$ cat src/rtl/dm_access_ctrl_if.sv
// Bus bundle between MEM stage, data memory and the access controller.
// slave = controller view, master = environment (MEM stage + memory) view.
interface dm_access_ctrl_if;
    logic        req_valid;
    logic        req_ready;
    logic [2:0]  req_type;
    logic [31:0] req_addr;
    logic [31:0] req_wdata;
    logic        mem_en;
    logic [3:0]  mem_we;
    logic [31:0] mem_addr;
    logic [31:0] mem_wdata;
    logic        mem_ready;
    logic [31:0] mem_rdata;
    logic        rsp_valid;
    logic [31:0] rsp_data;
    logic        rsp_err;

    modport slave (
        input  req_valid, req_type, req_addr, req_wdata, mem_ready, mem_rdata,
        output req_ready, mem_en, mem_we, mem_addr, mem_wdata, rsp_valid, rsp_data, rsp_err
    );

    modport master (
        output req_valid, req_type, req_addr, req_wdata, mem_ready, mem_rdata,
        input  req_ready, mem_en, mem_we, mem_addr, mem_wdata, rsp_valid, rsp_data, rsp_err
    );
endinterface

$ cat src/rtl/dm_access_ctrl.sv
// Data-memory access controller: packs stores into byte lanes, extracts/extends loads; one access in flight, rsp >=3 cycles after accept.
// req_ready is low while an access is outstanding; define DM_ALIGN_CHECK_EN to fault misaligned word/half accesses without touching memory.
module dm_access_ctrl #(
    parameter int unsigned WAIT_MAX = 15
) (
    input logic             clk,
    input logic             reset,
    dm_access_ctrl_if.slave bus
);
    localparam logic [2:0] T_LW  = 3'd0;
    localparam logic [2:0] T_LH  = 3'd1;
    localparam logic [2:0] T_LHU = 3'd2;
    localparam logic [2:0] T_LB  = 3'd3;
    localparam logic [2:0] T_LBU = 3'd4;
    localparam logic [2:0] T_SW  = 3'd5;
    localparam logic [2:0] T_SH  = 3'd6;
    localparam logic [2:0] T_SB  = 3'd7;

    localparam logic [7:0] WAIT_LIM = 8'(WAIT_MAX);

    typedef enum logic [1:0] {
        IDLE  = 2'd0,
        ISSUE = 2'd1,
        WAIT  = 2'd2
    } state_t;

    typedef struct packed {
        logic [2:0]  typ;
        logic [31:0] addr;
        logic [31:0] wdata;
    } req_t;

    state_t      state, state_nxt;
    req_t        req_q;
    logic        accept;
    logic [7:0]  cnt_q, cnt_nxt, cnt_inc;
    logic        rsp_valid_q, rsp_valid_nxt;
    logic        rsp_err_q, rsp_err_nxt;
    logic [31:0] rsp_data_q, rsp_data_nxt;
    logic        misaligned;
    logic [3:0]  lane_we;
    logic [31:0] lane_wdata;
    logic [7:0]  ld_byte;
    logic [15:0] ld_half;
    logic [31:0] ld_result;

`ifdef DM_ALIGN_CHECK_EN
    always_comb begin
        misaligned = 1'b0;
        case (bus.req_type)
            T_LW, T_SW:        misaligned = (bus.req_addr[1:0] != 2'b00);
            T_LH, T_LHU, T_SH: misaligned = bus.req_addr[0];
            default:           misaligned = 1'b0;
        endcase
    end
`else
    assign misaligned = 1'b0;
`endif

    // Store lanes come from the latched request so they stay stable through WAIT.
    always_comb begin
        lane_we    = 4'b0000;
        lane_wdata = 32'h0;
        case (req_q.typ)
            T_SW: begin
                lane_we    = 4'b1111;
                lane_wdata = req_q.wdata;
            end
            T_SH: begin
                lane_we    = req_q.addr[1] ? 4'b1100 : 4'b0011;
                lane_wdata = {2{req_q.wdata[15:0]}};
            end
            T_SB: begin
                lane_we    = 4'b0001 << req_q.addr[1:0];
                lane_wdata = {4{req_q.wdata[7:0]}};
            end
            default: begin
                lane_we    = 4'b0000;
                lane_wdata = 32'h0;
            end
        endcase
    end

    always_comb begin
        ld_byte = 8'h0;
        case (req_q.addr[1:0])
            2'd0:    ld_byte = bus.mem_rdata[7:0];
            2'd1:    ld_byte = bus.mem_rdata[15:8];
            2'd2:    ld_byte = bus.mem_rdata[23:16];
            default: ld_byte = bus.mem_rdata[31:24];
        endcase
        ld_half = req_q.addr[1] ? bus.mem_rdata[31:16] : bus.mem_rdata[15:0];
        ld_result = 32'h0;
        case (req_q.typ)
            T_LW:    ld_result = bus.mem_rdata;
            T_LH:    ld_result = {{16{ld_half[15]}}, ld_half};
            T_LHU:   ld_result = {16'h0, ld_half};
            T_LB:    ld_result = {{24{ld_byte[7]}}, ld_byte};
            T_LBU:   ld_result = {24'h0, ld_byte};
            default: ld_result = 32'h0;
        endcase
    end

    assign cnt_inc = cnt_q + 8'd1;

    always_comb begin
        state_nxt     = state;
        cnt_nxt       = cnt_q;
        accept        = 1'b0;
        rsp_valid_nxt = 1'b0;
        rsp_err_nxt   = 1'b0;
        rsp_data_nxt  = 32'h0;
        case (state)
            IDLE: begin
                if (bus.req_valid) begin
                    accept = 1'b1;
                    if (misaligned) begin
                        rsp_valid_nxt = 1'b1;
                        rsp_err_nxt   = 1'b1;
                    end else begin
                        state_nxt = ISSUE;
                    end
                end
            end
            ISSUE: begin
                state_nxt = WAIT;
                cnt_nxt   = 8'd0;
            end
            WAIT: begin
                // A completion on the final wait cycle beats the timeout.
                if (bus.mem_ready) begin
                    rsp_valid_nxt = 1'b1;
                    rsp_data_nxt  = ld_result;
                    state_nxt     = IDLE;
                end else if (cnt_inc == WAIT_LIM) begin
                    rsp_valid_nxt = 1'b1;
                    rsp_err_nxt   = 1'b1;
                    state_nxt     = IDLE;
                end else begin
                    cnt_nxt = cnt_inc;
                end
            end
            default: state_nxt = IDLE;
        endcase
    end

    always_ff @(posedge clk or posedge reset) begin
        if (reset) begin
            state       <= IDLE;
            cnt_q       <= 8'd0;
            req_q       <= '0;
            rsp_valid_q <= 1'b0;
            rsp_err_q   <= 1'b0;
            rsp_data_q  <= 32'h0;
        end else begin
            state       <= state_nxt;
            cnt_q       <= cnt_nxt;
            rsp_valid_q <= rsp_valid_nxt;
            rsp_err_q   <= rsp_err_nxt;
            rsp_data_q  <= rsp_data_nxt;
            if (accept) begin
                req_q.typ   <= bus.req_type;
                req_q.addr  <= bus.req_addr;
                req_q.wdata <= bus.req_wdata;
            end
        end
    end

    logic busy;
    assign busy = (state == ISSUE) || (state == WAIT);

    assign bus.req_ready = (state == IDLE);
    assign bus.mem_en    = (state == ISSUE);
    assign bus.mem_we    = busy ? lane_we : 4'b0000;
    assign bus.mem_addr  = busy ? {req_q.addr[31:2], 2'b00} : 32'h0;
    assign bus.mem_wdata = busy ? lane_wdata : 32'h0;
    assign bus.rsp_valid = rsp_valid_q;
    assign bus.rsp_err   = rsp_err_q;
    assign bus.rsp_data  = rsp_data_q;
endmodule

$ cat src/flat_wrapper.sv
// flat-port wrapper written by rule: the top's interface ports become plain ports
module dm_access_ctrl_flat 
#(
    parameter int unsigned WAIT_MAX = 15
)
  (clk, reset, bus_req_valid, bus_req_type, bus_req_addr, bus_req_wdata, bus_mem_ready, bus_mem_rdata, bus_req_ready, bus_mem_en, bus_mem_we, bus_mem_addr, bus_mem_wdata, bus_rsp_valid, bus_rsp_data, bus_rsp_err);
  dm_access_ctrl_if bus_i ();
  input logic clk;
  input logic reset;
  input wire logic [$bits(bus_i.req_valid)-1:0] bus_req_valid;
  input wire logic [$bits(bus_i.req_type)-1:0] bus_req_type;
  input wire logic [$bits(bus_i.req_addr)-1:0] bus_req_addr;
  input wire logic [$bits(bus_i.req_wdata)-1:0] bus_req_wdata;
  input wire logic [$bits(bus_i.mem_ready)-1:0] bus_mem_ready;
  input wire logic [$bits(bus_i.mem_rdata)-1:0] bus_mem_rdata;
  output wire logic [$bits(bus_i.req_ready)-1:0] bus_req_ready;
  output wire logic [$bits(bus_i.mem_en)-1:0] bus_mem_en;
  output wire logic [$bits(bus_i.mem_we)-1:0] bus_mem_we;
  output wire logic [$bits(bus_i.mem_addr)-1:0] bus_mem_addr;
  output wire logic [$bits(bus_i.mem_wdata)-1:0] bus_mem_wdata;
  output wire logic [$bits(bus_i.rsp_valid)-1:0] bus_rsp_valid;
  output wire logic [$bits(bus_i.rsp_data)-1:0] bus_rsp_data;
  output wire logic [$bits(bus_i.rsp_err)-1:0] bus_rsp_err;
  assign bus_i.req_valid = bus_req_valid;
  assign bus_i.req_type = bus_req_type;
  assign bus_i.req_addr = bus_req_addr;
  assign bus_i.req_wdata = bus_req_wdata;
  assign bus_i.mem_ready = bus_mem_ready;
  assign bus_i.mem_rdata = bus_mem_rdata;
  assign bus_req_ready = bus_i.req_ready;
  assign bus_mem_en = bus_i.mem_en;
  assign bus_mem_we = bus_i.mem_we;
  assign bus_mem_addr = bus_i.mem_addr;
  assign bus_mem_wdata = bus_i.mem_wdata;
  assign bus_rsp_valid = bus_i.rsp_valid;
  assign bus_rsp_data = bus_i.rsp_data;
  assign bus_rsp_err = bus_i.rsp_err;
  dm_access_ctrl #(.WAIT_MAX(WAIT_MAX)) u_core (.clk(clk), .reset(reset), .bus(bus_i));
endmodule
$ cat config.mk
export PLATFORM = sky130hd
export DESIGN_NAME = dm_access_ctrl_flat
export DESIGN_NICKNAME = d
export VERILOG_FILES = /design/src/rtl/dm_access_ctrl_if.sv /design/src/rtl/dm_access_ctrl.sv /design/src/flat_wrapper.sv
export SDC_FILE = /design/constraint.sdc
export NUM_CORES = 1
export LEC_CHECK = 0
export BUFFER_PORTS_ARGS = -buffer_cell sky130_fd_sc_hd__buf_2
export CAP_MARGIN = 20
export CORE_UTILIZATION = 54
export DETAILED_ROUTE_END_ITERATION = 10
export PLACE_DENSITY = 0.86
export REMOVE_ABC_BUFFERS = 1
export SLEW_MARGIN = 20
export SYNTH_ARGS = -nofsm -noshare
export SYNTH_HDL_FRONTEND = slang
export SYNTH_SLANG_ARGS = --single-unit
$ cat constraint.sdc
create_clock -name clk -period 5.6 [get_ports clk]
set_clock_uncertainty 0.05 [all_clocks]
set_input_delay 1.12 -clock clk [delete_from_list [all_inputs] [get_ports clk]]
set_output_delay 1.12 -clock clk [all_outputs]
set_load 0.01 [all_outputs]
# == Word level (Yosys, flattened, before mapping) ==
# Index checks and enable logic that the tools add are counted.
# word_totals
input_bits,103
mem_count,0
out_inout_bits,104
romBits,0
latchBits,0
regBits,111
wordCells,58
mem_bits_rw,0
# classes
add_sub_neg,1
n_eq_ne,16
shift,1
n_mux,25
n_reduce_logical,7
n_div,0
magnitude_cmp,0
n_bitwise,0
multipliers,0
# op_table
operator,n
32-bit one-hot mux with 5 select lines,1
32-bit 2-to-1 mux,4
32-bit one-hot mux with 3 select lines,1
8-bit one-hot mux with 3 select lines,1
16-bit 2-to-1 mux,1
8-bit 2-to-1 mux,2
8-bit one-hot mux with 2 select lines,1
3-bit equality test (second input constant),4
4-bit one-hot mux with 3 select lines,1
8-bit by 1-bit adder with 8-bit output (second input constant),1
8-bit by 4-bit equality test with 1-bit output (second input constant),1
4-bit 2-to-1 mux,2
1-bit 2-to-1 mux,7
3-bit by 2-bit equality test with 1-bit output (second input constant),2
2-bit 2-to-1 mux,3
2-bit != test (second input constant),3
2-bit one-hot mux with 3 select lines,1
2-bit by 1-bit equality test with 1-bit output (second input constant),2
2-bit equality test (second input constant),2
2-bit logical NOT,2
1-bit by 2-bit left shift with 4-bit output (first input constant),1
3-bit by 1-bit equality test with 1-bit output (second input constant),1
3-bit logical NOT,1
3-bit by 2-bit != test with 1-bit output (second input constant),1
other kinds (4),4

# == Longest topological paths before layout ==
# logic_depth
ltp_word,5
mapped_depth,8
mapped_depth_nobuf,7

# == Least setup slack after synthesis ==
# Ideal clock, no wire load.
# synth_timing
path_type,flip-flop to output port
startpoint,register u_core.state[1]
endpoint,output port bus_mem_we[0]
path_stages_with_launch,7
required_ns,4.430
t_arrival_ns,1.642
slack_ns,2.788
path_buffers,1
path_cell_list,dfrtp_1 inv_1 ha_1 clkbuf_1 nand2_1 or2_2 a21oi_1
# synth_via
elab_chain_len,3
elab_cells_between_ends,4
classes_between,eq/ne (2); mux (1); reduce/logical (1)
# synth_lines
element,line_no,text
"start, declared",dm_access_ctrl.sv:33,"state_t state, state_nxt;"
"start signal, assigned",dm_access_ctrl.sv:156,state <= state_nxt;
2-bit by 1-bit equality test with 1-bit output or 2-bit equality test (tied branches),dm_access_ctrl.sv:170,assign busy = (state == ISSUE) || (state == WAIT);
1-bit logical OR *,dm_access_ctrl.sv:170,
4-bit 2-to-1 mux *,dm_access_ctrl.sv:174,assign bus.mem_we = busy ? lane_we : 4'b0000;
"end, declared",flat_wrapper.sv:18,output wire logic [$bits(bus_i.mem_we)-1:0] bus_mem_we;
# Mark *: on every way between the ends. The rest lies on a longest branch, timed or not.

# == Worst setup path after layout ==
# layout_timing
startpoint,register u_core.state[0]
endpoint,output port bus_mem_wdata[7]
# layout_via
elab_chain_len,3
elab_cells_between_ends,4
classes_between,eq/ne (2); mux (1); reduce/logical (1)
# layout_lines
element,line_no,text
2-bit by 1-bit equality test with 1-bit output or 2-bit equality test (tied branches),dm_access_ctrl.sv:170,
1-bit logical OR *,dm_access_ctrl.sv:170,
32-bit 2-to-1 mux *,dm_access_ctrl.sv:176,assign bus.mem_wdata = busy ? lane_wdata : 32'h0;
"end, declared",flat_wrapper.sv:20,output wire logic [$bits(bus_i.mem_wdata)-1:0] bus_mem_wdata;
# Marks and branches as above.

==> impl_metrics.csv <==
group,metric,value,unit
synthesis,yosys_register_bits,111,
placement,portBuffers,204,
hold_path,worstHoldStart,"u_core.req_q[41]$_DFFE_PP0P_",
setup_path,r2r-end,"u_core.bus.rsp_data[11]$_DFF_PP0_",
floorplan,design.die.area,0.0108,mm2
global_routing,number_of_antenna_violations_at_the_first_check_in_global_routing,0,
global_routing,grt_pass1_wl,23.0,mm
synthesis,mappedNetlistArea,0.00563,mm2
clocking,worst_skew_pair.late_latency,370,ps
hold_path,path_category_of_the_worst_min_delay_check,"register to register",
synthesis,synth_edf_count,0,
floorplan,fp.dieW,104,um
sta,timing.final.crit_share,73.1,%
floorplan,initial_utilization,56.5,%
synthesis,postSynth.asyncResetShare,100,%
clocking,cts.clk_slew.worst_paths,100,ps
synthesis,synth.yosys.warnings,0,
layout,nets,807,
drt,detail_route.iter0.violations,239,
sta,max_slew_margin,32.4,%
floorplan,die_y,104,um
layout,antenna-diode-count,0,
hold_path,whs_path_depth,1,
status,result_of_the_run,"finished, final reports clean",
drt,routed-via-count,4668,
drt,antenna_left,0,
drt,first_pass_iters,7,
clocking,cts-hold-fix-buffers,0,
setup_path,r2r_cells,5,
sta,timing_worst_slew_pin_value,1010,ps
setup_path,critical_path_end_type,"primary output",
global_routing,grt_overflow_total,0,
sta,finalCriticalPeriod,4090,ps
sta,timing_hold_violations_final,0,
clocking,cts_buffers,9,
synthesis,synth.lib_cells_used.distinct,54,
floorplan,floorplan.core_area,0.00995,mm2
clocking,cts.repair.resized,0,
clocking,clock_tree_from_tritoncts,"done",
setup_path,setup.reg_to_reg.worst_slack,2770,ps
floorplan,core.rowCount,36,
clocking,cts-htree-levels,3,
synthesis,synthesis.area_per_instance,10.9,um2
sta,final_number_of_setup_violating_endpoints,0,
placement,pre_cts_slack,1870,ps
pwr,leakage,3.35,nW
sta,fmax,0.244,GHz
setup_path,criticalPathCategory,"register to primary output",
sta,timing.hold.ws,456,ps
synthesis,seq_area_frac_synth,49.4,%
synthesis,gate_count_post_synth,514,
layout,fill_cells,760,
clocking,post-cts-setup-buffers,0,
layout,most_common_library_cell_in_the_layout_ignoring_fill_and_taps,"buf_2",
setup_path,path_max_fanout,37,
global_routing,grt_util_all_layers,26.5,%
sta,final.setup.worst_slack,1510,ps
setup_path,cp_data_arrival_time,2920,ps
placement,gpl.final_weighted_congestion,0.819,
layout,flow.area_growth_from_synthesis,22.2,%
setup_path,cp.required,4430,ps
drt,avgViaCountPerCell,5.58,
synthesis,synthDominantCellAreaShare,49.4,%
sta,grt_setup_unrepaired,"no",
global_routing,first_global_vias,4691,
sta,tns,0,ps
drt,drc_errors,0,
floorplan,boundaryPins,207,
hold_path,hold_end,"u_core.req_q[41]$_DFFE_PP0P_",
clocking,cts_max_path_buffers,2,
synthesis,yosysTopAreaCell,"dfrtp_1",
clocking,cts.root.buffer_cell,"clkbuf_8",
global_routing,grt_start_max_net_pins,67,
synthesis,netlist_top_cells_area,"dfrtp_1 49%, mux2_2 13%, and2_1 5.2%, a21oi_1 4.4%, nand2_1 3.1%",
clocking,clock_tree_sinks,111,
setup_path,reg2reg_start,"u_core.req_q[64]$_DFFE_PP0P_",
setup_path,critPathLaunchType,"register",
layout,mostFrequentLayoutCells,"204 x buf_2, 111 x dfrtp_1, 67 x mux2_2",
sta,slew_viol_final,0,
placement,hpwlAfterDp,9.80,mm
drt,detail_route.wl_per_cell,16.6,um
synthesis,ys.flop_type,"dfrtp_1",
pwr,ir_drop,0.260,mV
flow_run,maxCapViolCount,0,
drt,route.final.wire_length,13.9,mm
layout,drive_gt1_share,45.5,%
pwr,power_density,513,mW/mm2
[worst max-delay path, stage by stage, from the launching register on]
cell and delay, ps:
dfrtp_1 370, inv_1 80, ha_1 280, buf_4 280, nand2_1 550, nor2_1 640, and2_1 210, buf_2 130
[Yosys cell counts, drive strengths merged (2+ instances only)]
master and n:
o21a 2, mux4 7, clkbuf 19, nor2 22, o21ai 23, nor2b 19
and2 47, a22oi 14, mux2i 4, o22ai 2, o31ai 2, ha 5
buf 17, dfrtp 111, or3 2, nor3b 2, inv 10, mux2 68
a21oi 60, a311o 2, a22o 2, nand3 4, nand2b 3, nand2 46
nor3 4
[state kept, by name, summed over array words and instances (netlist names)]
register / flops
u_core.req_q: 67
u_core.bus.rsp_data: 32
u_core.cnt_q: 8
u_core.state: 2
u_core.bus.rsp_err: 1
u_core.bus.rsp_valid: 1
[report_power, final]
group	total, mW	switching (mW)	internal [mW]	leakage, nW
Combinational	1.74	0.939	0.804	1.85
Clock	0.490	0.269	0.221	0.0968
Sequential	1.30	0.220	1.08	1.40
Total	3.53	1.43	2.10	3.35
[cells by family (layout without fill, tap and decap cells)]
| family | Yosys count | after routing | synth area share [%] |
|---|---|---|---|
| DFF | 111 | 111 | 49.4 |
| AOI/OAI and AO/OA | 116 | 116 | 13.4 |
| and+or+nand+nor | 155 | 155 | 14.7 |
| buffers and inverters | 46 | 235 | 4.00 |
| muxes | 79 | 79 | 17.2 |
| adders and majority gates | 6 | 6 | 1.29 |
| other | 1 | 2 | 0.0666 |
[metal layers]
layer  share of wire, %  vias up  track usage, %  wire, um
li1                   -     2156               -         -
met1                 41     2299            33.3      5740
met2                 51      188            45.4      7050
met3                6.1       25            6.39       840
met4                1.6        0            8.06       225
met5                  0        -               0         0
[how the worst max path moves through the flow]
| stage | depth (start not counted) | end | slack, ps | from |
|---|---|---|---|---|
| after detailed placement | 7 | bus_mem_wdata[7] | 1870 | u_core.state[0]$_DFFE_PP0P_ |
| final | 7 | bus_mem_wdata[7] | 1510 | u_core.state[0]$_DFFE_PP0P_ |
| after global placement | 7 | bus_mem_wdata[7] | 1990 | u_core.state[1]$_DFFE_PP0P_ |
| after floorplan | 1 | u_core.bus.rsp_data[0]$_DFF_PP0_ | 1500 | reset |
| after CTS | 7 | bus_mem_wdata[7] | 1450 | u_core.state[0]$_DFFE_PP0P_ |
| after global routing | 7 | bus_mem_wdata[7] | 1210 | u_core.state[0]$_DFFE_PP0P_ |
[per-stage QoR]
stage	cells	total power, mW	utilization [%]	cell area (um2)
3_3_place_gp	821	2.97	67.1	6680
6_report	837	3.53	69.1	6880
4_1_cts	837	3.54	69.1	6880
3_5_place_dp	821	3.05	67.1	6680
5_1_grt	837	3.79	69.1	6880
2_1_floorplan	479	2.45	-	5440
[area by class of cell]
class,count,area (um2),area share (%)
Sequential cell,111,2780,40.4
Inverter,10,40.0,0.582
Multi-Input combinational cell,358,2640,38.3
Timing Repair Buffer,209,1060,15.4
Clock inverter,4,55.1,0.800
Tap cell,133,166,2.42
Clock buffer,12,145,2.11
Power figures use the tool's default switching activity.
